File: config.mk
export PLATFORM = sky130hd
export DESIGN_NAME = seq_detector_mealy_param
export DESIGN_NICKNAME = d
export VERILOG_FILES = /design/src/rtl/seq_detector_mealy_param.sv
export SDC_FILE = /design/constraint.sdc
export NUM_CORES = 1
export LEC_CHECK = 0
export ABC_AREA = 1
export ABC_CLOCK_PERIOD_IN_PS = 1200
export CAP_MARGIN = 15
export CORE_UTILIZATION = 43
export CTS_BUF_LIST = sky130_fd_sc_hd__clkbuf_8
export DETAILED_ROUTE_END_ITERATION = 8
export PLACE_DENSITY = 0.82
export SETUP_SLACK_MARGIN = 0.15
export SLEW_MARGIN = 15
export SYNTH_ARGS = -nofsm -noshare
export SYNTH_HDL_FRONTEND = slang
export SYNTH_SLANG_ARGS = --single-unit
File: constraint.sdc
create_clock -name clk -period 1.2 [get_ports clk]
set_input_delay 0.24 -clock clk [delete_from_list [all_inputs] [get_ports clk]]
set_output_delay 0.24 -clock clk [all_outputs]
set_load 0.03 [all_outputs]
File: src/rtl/seq_detector_mealy_param.sv
`default_nettype none
// ============================================================================
// Module   : seq_detector_mealy_param
// Purpose  : Parametrised Mealy serial pattern detector. Watches a 1-bit
//            stream (sampled only when en=1) and raises z combinationally in
//            the cycle the last bit of an N-bit PATTERN arrives. Supports
//            overlapping or non-overlapping matching and keeps a saturating
//            match counter.
// Ports    : clk          - system clock, rising edge
//            reset        - asynchronous active-low reset
//            en           - sample strobe, w consumed only when en=1
//            w            - serial data bit
//            clear        - synchronous clear of match_count only
//            z            - Mealy match output (same cycle as final bit)
//            match_count  - saturating number of matches since reset/clear
//            progress     - current matched-prefix length (0..N-1)
//            z_q          - z registered one clk later (SEQ_DET_REGOUT_EN)
// Options  : define SEQ_DET_REGOUT_EN to add the registered z_q output.
// Revision : 1.0 - initial release
// ============================================================================
module seq_detector_mealy_param #(
    parameter int             N       = 4,
    parameter logic [N-1:0]   PATTERN = 4'b1011,
    parameter bit             OVERLAP = 1'b1,
    parameter int             CNT_W   = 8
) (
    input  logic                 clk,
    input  logic                 reset,
    input  logic                 en,
    input  logic                 w,
    input  logic                 clear,
    output logic                 z,
    output logic [CNT_W-1:0]     match_count,
    output logic [$clog2(N)-1:0] progress
`ifdef SEQ_DET_REGOUT_EN
    ,
    output logic                 z_q
`endif
);

    localparam int                c_prog_w  = $clog2(N);
    localparam logic [c_prog_w-1:0] c_s_idle = '0;
    localparam logic [c_prog_w-1:0] c_s_last = c_prog_w'(N - 1);
    localparam logic [CNT_W-1:0]  c_cnt_max = {CNT_W{1'b1}};

    generate
        if ((N < 2) || (N > 16)) begin : g_bad_n
            $error("seq_detector_mealy_param: N must be in 2..16");
        end
    endgenerate

    // Next prefix length after accepting bit b in state s: the longest k
    // (capped at N-1, so a full match folds onto its border) such that the
    // last k bits of "PATTERN prefix of length s, then b" equal the first k
    // pattern bits. Evaluated only with constant arguments at elaboration.
    function automatic int kmp_next(input int s, input bit b);
        logic [15:0] seq;
        int          best;
        bit          ok;
        best = 0;
        seq  = '0;
        for (int i = 0; i < 16; i++) begin
            if (i < s) begin
                seq[i] = PATTERN[N-1-i];
            end else if (i == s) begin
                seq[i] = b;
            end
        end
        for (int k = 1; k < 16; k++) begin
            if ((k <= s + 1) && (k <= N - 1)) begin
                ok = 1'b1;
                for (int j = 0; j < 16; j++) begin
                    if ((j < k) && (seq[s+1-k+j] != PATTERN[N-1-j])) begin
                        ok = 1'b0;
                    end
                end
                if (ok) begin
                    best = k;
                end
            end
        end
        return best;
    endfunction

    logic [c_prog_w-1:0] state_q;
    logic [c_prog_w-1:0] state_d;
    logic [CNT_W-1:0]    count_q;
    logic [CNT_W-1:0]    count_d;

    logic [c_prog_w-1:0] w_next_tbl [N][2];
    logic                w_exp_tbl  [N];
    logic                w_exp_bit;

    generate
        for (genvar gs = 0; gs < N; gs++) begin : g_state
            assign w_exp_tbl[gs] = PATTERN[N-1-gs];
            for (genvar gb = 0; gb < 2; gb++) begin : g_bit
                assign w_next_tbl[gs][gb] = c_prog_w'(kmp_next(gs, (gb != 0)));
            end
        end
    endgenerate

    assign w_exp_bit = w_exp_tbl[state_q];

    // Gated by reset so z is forced low for the whole reset assertion.
    assign z = reset & en & (state_q == c_s_last) & (w == w_exp_bit);

    always_comb begin
        state_d = state_q;
        if (en) begin
            if (z && !OVERLAP) begin
                state_d = c_s_idle;
            end else begin
                // On a match the table already yields the pattern's border.
                state_d = w_next_tbl[state_q][w];
            end
        end
    end

    always_comb begin
        count_d = count_q;
        if (clear) begin
            count_d = '0;
        end else if (z && (count_q != c_cnt_max)) begin
            count_d = count_q + 1'b1;
        end
    end

    always_ff @(posedge clk or negedge reset) begin
        if (!reset) begin
            state_q <= c_s_idle;
            count_q <= '0;
        end else begin
            state_q <= state_d;
            count_q <= count_d;
        end
    end

`ifdef SEQ_DET_REGOUT_EN
    always_ff @(posedge clk or negedge reset) begin
        if (!reset) begin
            z_q <= 1'b0;
        end else begin
            z_q <= z;
        end
    end
`endif

    assign progress    = state_q;
    assign match_count = count_q;

endmodule
`default_nettype wire

==> impl_metrics.py <==
metrics = {
    "worst_setup_path": {
        "worstSetupStartpoint": "match_count[0]",
        "rrSetupSlack_ns": -0.13,
        "cp-endpoint": "match_count[5]",
        "critPathKind": "flop to flop",
        "rr_endpoint": "match_count[5]",
        "cp-end-kind": "flop",
        "ff2ff_path_depth": 6,
        "crit_required_ns": 1.38,
        "timing.rr.start": "match_count[0]",
        "arrival_ns": 1.51,
        "startpoint_type": "flop",
        "cp_max_fo": 3,
    },
    "placed_design": {
        "place_hpwl_microns": 1120,
        "dpl_cell_area_sq_um": 797,
        "port_buffers": 15,
        "place_congestion": 0.901,
        "dp.cells": 118,
    },
    "cells_and_area": {
        "fin_util_pct": 84.4,
        "nets": 124,
        "fin_cells": 131,
        "area_growth_pct": 72.1,
        "diodes": 0,
        "drive_gt1_share_pct": 42.7,
        "fillerInstances": 74,
        "fin_area_sq_um": 988,
    },
    "detailed_routing": {
        "drt_wl_total_microns": 1890,
        "wire_per_inst_microns": 14.4,
        "antenna_left": 0,
        "num_vias": 674,
        "route.detailed.drc": 0,
        "drtPass1Iterations": 4,
        "drt_iter0_drc": 36,
        "vias_per_cell": 5.15,
    },
    "pwr": {
        "p_switching_mw": 0.222,
        "clockPowerShare_pct": 48.5,
        "p_per_area_nw_per_um2": 916,
        "leakagePower_nw": 0.522,
        "p_int_mw": 0.683,
        "p_sw_share_pct": 24.5,
        "ir_drop_uv": 949,
        "combinationalPowerShare_pct": 12.2,
        "seqPwrFrac_pct": 39.2,
    },
    "clocking": {
        "cts-buffers-inserted": 3,
        "h-tree-depth": 1,
        "cts_root_buf": "clkbuf_8",
        "clk-insertion-delay-late_ns": 0.25,
        "cts.sink_count": 10,
        "path_clk_slew_ns": 0.05,
        "clock_path_buffers": 2,
        "postCtsHoldBufs": 0,
        "cts_tree": "built",
    },
    "sta": {
        "tightest_slew_ns": 0.249,
        "maxClockFrequency_ghz": 0.752,
        "skew_ns": 0.00997,
        "worst_slack_ns": -0.129,
        "slew_viol_final": 0,
        "hold_viol_final": 0,
        "relSlewSlack_pct": 83.3,
        "min_period_over_period_pct": 111,
        "finalSetupViolCount": 10,
        "rsz0062_at_grt": "yes",
        "fin_crit_ns": 1.33,
    },
    "synth": {
        "synth_seq_cells": 10,
        "synth-warning-count": 0,
        "ys_seq_area_share_pct": 43.6,
        "synth.top_cells.by_area": "dfrtp_1 44%, nand2_1 18%, inv_1 7.2%, nor2_1 7.2%, nand3_1 6.1%",
        "syn_area_per_cell_sq_um": 7.00,
        "synth_top_area_share_pct": 43.6,
        "ys_types": 16,
        "synth_area_leader_cell": "dfrtp_1",
        "synth_nets": 88,
        "postSynthCellCount": 82,
        "syn-cell-area_sq_um": 574,
    },
    "outcome": {
        "status": "finished with violations",
        "violations": "setup timing",
    },
    "global_routing": {
        "grt_pass1_wl_microns": 2560,
        "grt_pass1_vias": 573,
        "grt.overflow.total": 0,
        "track_usage_pct": 26.8,
        "grt_max_degree": 11,
        "antenna_found_initial": 0,
    },
    "floorplan": {
        "die_w_microns": 38.5,
        "initial_utilization_pct": 49.0,
        "ios": 16,
        "core_area_sq_um": 1170,
        "fp-row-count": 12,
        "die_area_sq_um": 1490,
        "die_h_microns": 38.5,
    },
    "hold_path": {
        "hp-class": "input pin to async pin",
    },
    "run": {
        "drv_cap": 0,
    },
}
-- logic make-up after synthesis --
logic type	after synthesis	share of synthesized area, %
compound gates	6	5.23
xor+xnor	2	3.05
fa+ha+maj	1	2.18
buf+inv	12	8.28
flops	10	43.6
simple gates	51	37.7
-- what timing repair did --
item / 4_1_cts / 5_1_grt
pin swaps: 6 / 4
setup buffers: 4 / 5
gates resized for setup: 15 / 10
setup endpoints to repair: 19 / 19
-- Yosys cell counts (all sizes together) --
| cell | count |
|---|---|
| nand3 | 7 |
| nand4 | 1 |
| nand2 | 30 |
| nor2 | 12 |
| o21ai | 5 |
| dfrtp | 10 |
| nor3 | 1 |
| xor2 | 2 |
| a21oi | 1 |
| ha | 1 |
| inv | 12 |
-- cell usage in the layout, fill, tap and decap left out --
cell / n
dlygate4sd2_1: 3
buf_6: 13
nand4_1: 1
a21oi_1: 1
clkdlybuf4s50_1: 1
inv_4: 1
o21ai_1: 3
nand2_4: 2
ha_4: 1
inv_2: 1
inv_1: 10
nor2_1: 10
nor3_1: 1
nand3_1: 5
dfrtp_1: 5
buf_4: 14
nand3_2: 2
nand2_2: 5
nand2_1: 23
xor2_1: 2
nor2_2: 1
clkbuf_8: 4
dfrtp_2: 5
o21ai_0: 2
nor2_4: 1
-- power by group through the flow --
stage / Clock, mW / Combinational (mW) / Sequential, mW
finish: 0.439 / 0.111 / 0.355
floorplan: 0 / 0.0282 / 0.376
detailed placement: 0 / 0.0990 / 0.360
global route: 0.457 / 0.119 / 0.356
CTS: 0.438 / 0.0983 / 0.355
global placement: 0 / 0.0976 / 0.360
-- layer usage --
layer	part of all wire [%]	global-route usage, %
met5	0	0
met4	1.7	12.9
met3	6.8	10.5
met2	47	38.3
met1	45	34.7
-- how the worst min path moves through the flow --
stage                                 to  cells after the start         from  slack [ns]
final                     match_count[4]                      2        reset        0.07
after global routing      match_count[4]                      2        reset        0.09
after CTS                 match_count[4]                      2        reset        0.08
after detailed placement     progress[1]                      2  progress[0]        0.52
after global placement       progress[1]                      2  progress[0]        0.50
after floorplan           match_count[0]                      0        reset       -0.06
-- layout make-up --
| cell class | count | area, sq um | area share [%] |
|---|---|---|---|
| Clock buffer | 4 | 55.1 | 5.57 |
| Inverter | 12 | 47.5 | 4.81 |
| Multi-Input combinational cell | 60 | 324 | 32.8 |
| Sequential cell | 10 | 256 | 25.9 |
| Tap cell | 14 | 17.5 | 1.77 |
| Timing Repair Buffer | 31 | 288 | 29.1 |
-- critical path: stages (launching register included) --
cell and delay (ns):
dfrtp_2 0.39, buf_4 0.13, nand3_1 0.15, nor2_1 0.16, xor2_1 0.22, nand2_1 0.11, nand2_2 0.09
-- state kept, by name (all words and copies together), names as in the netlist --
register and flops:
match_count 8, progress 2
-- metrics by stage --
stage / hold WS, ns / TNS, ns / power [mW] / setup slack [ns]
2_1_floorplan: -0.0556 / -0.535 / 0.404 / -0.0807
3_3_place_gp: 0.502 / -1.83 / 0.457 / -0.229
3_5_place_dp: 0.515 / -2.00 / 0.459 / -0.246
4_1_cts: 0.0775 / -0.160 / 0.892 / -0.0387
5_1_grt: 0.0948 / -1.08 / 0.932 / -0.192
6_report: 0.0694 / -0.541 / 0.905 / -0.129
Power figures use the tool's default switching activity.
